`config.mk`:
```
export PLATFORM = sky130hd
export DESIGN_NAME = pulse_generator
export DESIGN_NICKNAME = d
export VERILOG_FILES = /design/src/rtl/pulse_gen_defs.sv /design/src/rtl/phase_counter.sv /design/src/rtl/pulse_generator.sv
export SDC_FILE = /design/constraint.sdc
export NUM_CORES = 1
export LEC_CHECK = 0
export BUFFER_PORTS_ARGS = -buffer_cell sky130_fd_sc_hd__buf_2
export CORE_ASPECT_RATIO = 0.5
export CORE_MARGIN = 2
export CORE_UTILIZATION = 51
export CTS_CLUSTER_SIZE = 16
export DETAILED_ROUTE_END_ITERATION = 16
export GPL_ROUTABILITY_DRIVEN = 0
export PLACE_DENSITY_LB_ADDON = 0.12
export SYNTH_ARGS = -nofsm -noshare
export SYNTH_HDL_FRONTEND = slang
export SYNTH_HIERARCHICAL = 1
export SYNTH_SLANG_ARGS = --single-unit
export TNS_END_PERCENT = 10
```
`constraint.sdc`:
```
create_clock -name clk -period 2.5 [get_ports clk]
set_input_delay 0.75 -clock clk [delete_from_list [all_inputs] [get_ports clk]]
set_output_delay 0.75 -clock clk [all_outputs]
set_load 0.005 [all_outputs]
```
`src/rtl/pulse_gen_defs.sv`:
```
// Shared definitions for the pulse generator and its matching deglitch filter.
package pulse_gen_defs;

  localparam logic [1:0] IDLE = 2'b00;
  localparam logic [1:0] HIGH = 2'b01;
  localparam logic [1:0] LOW  = 2'b10;

  // Shortest phase a filter of this size passes unchanged.
  function automatic int unsigned min_phase(input int unsigned filter_size);
    return filter_size + 1;
  endfunction

endpackage

```
`src/rtl/phase_counter.sv`:
```
// Loadable down-counter; terminal flags the last cycle of a phase (count == 1).
module phase_counter #(
  parameter int unsigned CNT_W = 8
) (
  input  logic             clk,
  input  logic             rst_n,
  input  logic             load_i,
  input  logic [CNT_W-1:0] load_val_i,
  input  logic             en_i,
  output logic             terminal_o
);

  logic [CNT_W-1:0] cnt_q, cnt_d;

  always_comb begin
    cnt_d = cnt_q;
    if (load_i) begin
      cnt_d = load_val_i;
    end else if (en_i) begin
      cnt_d = cnt_q - CNT_W'(1);
    end
  end

  always_ff @(posedge clk or negedge rst_n) begin
    if (!rst_n) begin
      cnt_q <= '0;
    end else begin
      cnt_q <= cnt_d;
    end
  end

  assign terminal_o = (cnt_q == CNT_W'(1));

endmodule

```
`src/rtl/pulse_generator.sv`:
```
// Emits R pulses of H high / L low cycles per command, each phase at least MIN_PH long.
module pulse_generator
  import pulse_gen_defs::*;
#(
  parameter int unsigned FILTER_SIZE = 2,
  parameter int unsigned CNT_W       = 8
) (
  input  logic             clk,
  input  logic             rst_n,
  input  logic             start_valid,
  output logic             start_ready,
  input  logic [CNT_W-1:0] high_len,
  input  logic [CNT_W-1:0] low_len,
  input  logic [CNT_W-1:0] repeat_cnt,
  input  logic             abort,
  output logic             pulse_out,
  output logic             busy,
  output logic             done
);

  localparam int unsigned MIN_PH = min_phase(FILTER_SIZE);
  localparam logic [CNT_W-1:0] MinPhW = CNT_W'(MIN_PH);

  function automatic logic [CNT_W-1:0] at_least(input logic [CNT_W-1:0] v,
                                                input logic [CNT_W-1:0] lo);
    return (v < lo) ? lo : v;
  endfunction

  logic [1:0]       state_q, state_d;
  logic [CNT_W-1:0] h_q, h_d, l_q, l_d, rpt_q, rpt_d, rpt_eff;
  logic             pulse_out_q, pulse_out_d;
  logic             busy_q, busy_d;
  logic             done_q, done_d;
  logic             accept;
  logic             cnt_load, cnt_en, cnt_term;
  logic [CNT_W-1:0] cnt_load_val;

  assign start_ready = (state_q == IDLE);
  assign accept      = start_valid & start_ready;
  // Abort collapses the remaining repeats to the one in flight.
  assign rpt_eff     = abort ? CNT_W'(1) : rpt_q;

  always_comb begin
    state_d      = state_q;
    h_d          = h_q;
    l_d          = l_q;
    rpt_d        = rpt_q;
    cnt_load     = 1'b0;
    cnt_load_val = h_q;
    cnt_en       = 1'b0;
    done_d       = 1'b0;
    case (state_q)
      IDLE: begin
        if (accept) begin
          h_d          = at_least(high_len, MinPhW);
          l_d          = at_least(low_len, MinPhW);
          rpt_d        = at_least(repeat_cnt, CNT_W'(1));
          cnt_load     = 1'b1;
          cnt_load_val = h_d;
          state_d      = HIGH;
        end
      end
      HIGH: begin
        rpt_d = rpt_eff;
        if (cnt_term) begin
          cnt_load     = 1'b1;
          cnt_load_val = l_q;
          state_d      = LOW;
        end else begin
          cnt_en = 1'b1;
        end
      end
      LOW: begin
        if (cnt_term) begin
          rpt_d = rpt_eff - CNT_W'(1);
          if (rpt_d != '0) begin
            cnt_load     = 1'b1;
            cnt_load_val = h_q;
            state_d      = HIGH;
          end else begin
            done_d  = 1'b1;
            state_d = IDLE;
          end
        end else begin
          rpt_d  = rpt_eff;
          cnt_en = 1'b1;
        end
      end
      default: state_d = IDLE;
    endcase
    pulse_out_d = (state_d == HIGH);
    busy_d      = (state_d == HIGH) || (state_d == LOW);
  end

  always_ff @(posedge clk or negedge rst_n) begin
    if (!rst_n) begin
      state_q     <= IDLE;
      h_q         <= '0;
      l_q         <= '0;
      rpt_q       <= '0;
      pulse_out_q <= 1'b0;
      busy_q      <= 1'b0;
      done_q      <= 1'b0;
    end else begin
      state_q     <= state_d;
      h_q         <= h_d;
      l_q         <= l_d;
      rpt_q       <= rpt_d;
      pulse_out_q <= pulse_out_d;
      busy_q      <= busy_d;
      done_q      <= done_d;
    end
  end

  phase_counter #(
    .CNT_W(CNT_W)
  ) u_phase_counter (
    .clk       (clk),
    .rst_n     (rst_n),
    .load_i    (cnt_load),
    .load_val_i(cnt_load_val),
    .en_i      (cnt_en),
    .terminal_o(cnt_term)
  );

  assign pulse_out = pulse_out_q;
  assign busy      = busy_q;
  assign done      = done_q;

endmodule
```
## Yosys cells after proc, flatten, opt, wreduce, memory -nomap -nowiden

Index checks and enable logic that the tools add are counted.

- Muxes and demuxes: 27
- Bitwise operators: 1
- Add/sub/neg operators: 2
- Order comparisons: 3
- Reduce and logical (&&, ||, !) cells: 8
- Equality and inequality tests: 6

Operators by type and width:

| kind | count |
|---|---|
| $mux 8 | 10 |
| $pmux 8 s3 | 1 |
| $lt 8x2->1 const B | 2 |
| $pmux 8 s2 | 1 |
| $sub 8x1->8 const B | 2 |
| $mux 1 | 10 |
| $eq 8x1->1 const B | 1 |
| $lt 8x1->1 const B | 1 |
| $reduce_bool 8->1 | 1 |
| $mux 2 | 3 |
| $pmux 2 s3 | 1 |
| $eq 2x1->1 const B | 2 |
| $eq 2x2->1 const B | 2 |
| $reduce_and 2->1 | 2 |
| $pmux 1 s3 | 1 |
| $reduce_bool 3->1 | 1 |
| $logic_not 2->1 | 1 |
| $ne 2x1->1 const B | 1 |
| $reduce_bool 2->1 | 1 |
| $reduce_or 2->1 | 1 |
| $and 1x1->1 | 1 |
| $logic_or 1x1->1 | 1 |

- Register bits after elaboration: 37
- Bits of input ports: 28
- Word-level logic and storage cells: 55
- Output and inout bits: 4

## Logic depth before layout (Yosys ltp)

- Word-level depth: 8
- Depth in mapped cells: 11
- Mapped depth without buffers: 10

## By module

Netlist, hierarchy kept.

By module, submodules not included:

| module | area each (um^2) | instances | sequential area each (um^2) | cells an instance |
|---|---|---|---|---|
| pulse_generator | 1751.7 | 1 | 725.7 | 210 |
| phase_counter | 460.4 | 1 | 200.2 | 50 |

## Least setup slack after synthesis

OpenSTA, ideal clock, no wires.

- Path type: input -> register
- Start point: input abort
- End point: register u_phase_counter.cnt_q[5]
- Buffers on the path: 1
- Required time: 2413 ps
- Slack: -144 ps
- Data arrival time: 2558 ps
- Library setup time: 87 ps
- Stages: 9
- Cells stage by stage: buf_2 > nand2b_1 > ha_1 > o21bai_1 > a21oi_1 > a311o_1 > o21ai_0 > or4_1 > o211ai_1

- Word-level cells in the longest chain between the ends: 7
- Elaborated cells between the ends (all ways): 8
- Classes of those cells: 1 x add/sub; 5 x mux; 2 x reduce/logical

RTL lines:

| element | line | source |
|---|---|---|
| start: declaration | pulse_generator.sv:15 | `input logic abort,` |
| $mux 8 * | pulse_generator.sv:41 | `assign rpt_eff = abort ? CNT_W'(1) : rpt_q;` |
| $sub 8x1->8 * | pulse_generator.sv:75 | `rpt_d = rpt_eff - CNT_W'(1);` |
| $reduce_bool 8->1 * | pulse_generator.sv:76 | `if (rpt_d != '0) begin` |
| $mux 1 * | pulse_generator.sv:76 |  |
| $mux 1 * | pulse_generator.sv:74 | `if (cnt_term) begin` |
| $pmux 1 s3 * | pulse_generator.sv:52 | `case (state_q)` |
| via cnt_load | pulse_generator.sv:35 | `logic cnt_load, cnt_en, cnt_term;` |
| $mux 8 / $reduce_bool 2->1 (equally long branches) | n/a |  |
| end signal: assignment | phase_counter.sv:28 | `cnt_q <= cnt_d;` |
| end: declaration | phase_counter.sv:13 | `logic [CNT_W-1:0] cnt_q, cnt_d;` |

The timed path passes the listed nets; every way through them passes the cells marked *.
A chain may end at the register's enable or synchronous reset.

## Worst setup path in the final report

- Start point: register u_phase_counter.cnt_q[3]
- End point: register busy_q, in the netlist busy

- Word-level cells in the longest chain between the ends: 5
- Elaborated cells between the ends (all ways): 7
- Classes of those cells: 3 x eq/ne; 3 x mux; 1 x reduce/logical

RTL lines:

| element | line | source |
|---|---|---|
| $eq 8x1->1 * | phase_counter.sv:32 | `assign terminal_o = (cnt_q == CNT_W'(1));` |
| via cnt_term | pulse_generator.sv:35 |  |
| $mux 2 (on tied branches) | pulse_generator.sv:74, pulse_generator.sv:65 |  |
| $pmux 2 s3 * | pulse_generator.sv:52 |  |
| via state_d[0] | pulse_generator.sv:29 | `logic [1:0] state_q, state_d;` |
| $eq 2x1->1 / $eq 2x2->1 (equally long branches) | pulse_generator.sv:92 | `busy_d = (state_d == HIGH) \|\| (state_d == LOW);` |
| $logic_or 1x1->1 * | pulse_generator.sv:92 |  |
| via busy_d | pulse_generator.sv:32 | `logic busy_q, busy_d;` |
| end signal: assignment | pulse_generator.sv:110 | `busy_q <= busy_d;` |
| end: declaration | pulse_generator.sv:32 |  |

Marks and branches as above.

==> metrics <==
outcome finished clean; Post-Syn Area per Cell 8.51 µm²; fin crit period 2380 ps; final setup vio count 0; clock-pin slew on the worst setup and hold paths 60 ps; Critical Path AT 2610 ps; relative slew slack 45.4%; clk buf depth 2; CP required 2730 ps; hold buffers post-CTS 0; core area 4020 µm²; CP startpoint kind flip-flop; via count 2049; pwr/cell area 1160 nW/µm²; Final Skew 7.92 ps; grt ovf 0; CTS tree yes; H-tree depth 2; cells after synthesis 260; die extent in x 97.1 µm; diode count 0; final cell count without fillers 366; top fanout value on the critical path 7; Max Transition Viols Final 0; clock latency on the worst-skew pair 300 ps; area growth from synthesis to layout 23.0%; Initial DRC Count 139; yosys warns 6; die height 50.6 µm; met2 GRT Util 36.7%; Fillers 356; met3 GRT Util 6.41%; final period utilization 95.3%; I/O pin count 32; Post-DRT Antenna Nets 0; number of remaining DRC errors 0; EDFF count, synth 0; fin nets 349; max-cap check violation count 0; crit path capture type flip-flop; gr usage total 23.2%; Worst-Margin Slew 819 ps; Syn Std Cell Area 2210 µm²; worst hold path class flip-flop to flip-flop; CTS Buf Count 5; initial antenna violation count 0; asr flop ratio synth 100%; WS Path Type flip-flop to flip-flop; setup TNS 0 ps; count of input and output buffers 31; Routed wire per std cell 14.3 µm; Vias/cell 5.60; # rows 16; Most Crowded Layer GR met2; Sink Count 37; leak pwr 1.30 nW; Yosys cell types 45; largest net degree at the start of global routing 38; Fin Hold WS 481 ps; Fmax 420 MHz; drt first pass iters 4; Placed Cells 358; first-pass GRT wire length 8950 µm; #FFs+latches synth 37; routing usage on met1 30.5%; final hold vios 0; Max VDD drop 0.468 mV; Main synth FF type dfrtp_1; RSZ-0062 raised after global routing no; sequential cell area 926 µm²; layout cells sized above 1 25.3%; DIE AREA 4910 µm²; post-synthesis sequential area ratio 41.9%; multi-input logic area 1250 µm²; Initial Util 55.0%; root buffer cell clkbuf_8; vias in the first global route 1932; final WL 5240 µm; Final HPWL DP 3810 µm; syn nets 297
## metal layers
layer	routed length, µm	part of all wire, %
met3	321	6.1
met2	2340	45
met1	2490	48
met5	0	0
met4	86	1.6
## where the power goes
part           switching (W)  internal, W
Combinational       0.000886     0.000745
Clock               0.000206     0.000219
Sequential          0.000226     0.000880
Total                0.00132      0.00184
## worst paths after layout
path / endpoint / from / slack, ps / depth (start not counted)
min in group asynchronous: rpt_q[4]$_DFFE_PN0P_ / rst_n / 540 / 1
worst max register to register: busy$_DFF_PN0_ / u_phase_counter/cnt_q[3]$_DFFE_PN0P_ / 120 / 8
worst min-delay path: h_q[7]$_DFFE_PN0P_ / h_q[7]$_DFFE_PN0P_ / 480 / 2
worst max-delay path: busy$_DFF_PN0_ / u_phase_counter/cnt_q[3]$_DFFE_PN0P_ / 120 / 8
max in group asynchronous: u_phase_counter/cnt_q[2]$_DFFE_PN0P_ / rst_n / 1430 / 1
worst min register to register: h_q[7]$_DFFE_PN0P_ / h_q[7]$_DFFE_PN0P_ / 480 / 2
## worst max-delay path, stage by stage (launching register included)
cell and delay [ps]:
dfrtp_1 380, or4_4 560, nor4b_4 230, buf_4 190, nand2_1 70, a311o_1 360
o21ai_0 170, ha_1 300, inv_1 60
## state kept, by name, indices dropped and copies added (netlist names)
name                   count
busy                       1
done                       1
h_q                        8
l_q                        8
pulse_out                  1
rpt_q                      8
state_q                    2
u_phase_counter/cnt_q      8
## layout by cell type (no fill, tap or decap), types with 2 or more instances in the layout
master / Yosys / routed
a21o_1: 4 / 4
nand2_1: 61 / 61
a221oi_1: 2 / 2
a222oi_1: 6 / 6
nor2_1: 19 / 18
a221o_1: 4 / 4
nand3_1: 4 / 4
a31oi_1: 2 / 2
buf_2: 3 / 31
buf_4: 0 / 23
nor2b_1: 4 / 4
or4_1: 5 / 5
o21ai_0: 18 / 17
nor3_1: 6 / 6
a22oi_1: 3 / 3
dfrtp_1: 37 / 37
o31ai_1: 4 / 4
xnor2_1: 5 / 5
or4_4: 2 / 2
inv_1: 17 / 16
a311o_1: 2 / 2
or3_2: 2 / 2
nand2b_1: 5 / 4
o211ai_1: 2 / 2
ha_1: 9 / 8
xor2_1: 2 / 2
a21oi_1: 6 / 6
clkbuf_8: 0 / 6
## cell families (layout without fill, tap and decap cells)
logic type,Yosys count,after routing,synth area share [%]
xor gates and xnor gates,7,7,2.77
adders and majority gates,9,9,5.09
buffers and inverters,26,78,4.58
DFF,37,37,41.9
and+or+nand+nor,118,118,25.2
AOI/OAI and AO/OA,62,62,20.0
muxes,1,1,0.509
## cell type report
class / count / share of cell area [%]
Clock buffer: 7 / 3.17
Inverter: 17 / 2.35
Multi-Input combinational cell: 197 / 45.9
Sequential cell: 37 / 34.0
Tap cell: 54 / 2.48
Timing Repair Buffer: 54 / 12.1
## synth_stat cells, types with 3 or more instances
| master | number | area, µm² |
|---|---|---|
| buf_2 | 3 | 15.0 |
| xnor2_1 | 5 | 43.8 |
| nand3_1 | 4 | 20.0 |
| nand2_1 | 61 | 229 |
| or4_1 | 5 | 37.5 |
| a222oi_1 | 6 | 60.1 |
| nor3_1 | 6 | 30.0 |
| o31ai_1 | 4 | 30.0 |
| a22oi_1 | 3 | 22.5 |
| a21o_1 | 4 | 30.0 |
| clkbuf_1 | 6 | 22.5 |
| nand2b_1 | 5 | 31.3 |
| inv_1 | 17 | 63.8 |
| dfrtp_1 | 37 | 926 |
| nor2_1 | 19 | 71.3 |
| a21oi_1 | 6 | 30.0 |
| o21ai_0 | 18 | 90.1 |
| ha_1 | 9 | 113 |
| a221o_1 | 4 | 40.0 |
| nor2b_1 | 4 | 25.0 |
## timing repair
action,CTS,global route
setup endpoints to repair,4,6
pin swaps,1,1
buffers inserted,0,1
gates resized for setup,3,6
## per-stage QoR
stage | util [%] | setup slack [ps] | total power (W) | instance area, µm²
6_report | 67.6 | 118 | 0.00316 | 2720
5_1_grt | 67.6 | 15.0 | 0.00346 | 2720
4_1_cts | 66.7 | 45.1 | 0.00311 | 2690
3_5_place_dp | 64.2 | -230 | 0.00267 | 2580
3_3_place_gp | 64.2 | -116 | 0.00262 | 2580
2_1_floorplan | - | 20.4 | 0.00213 | 2230
(Power assumes the default switching activity.)
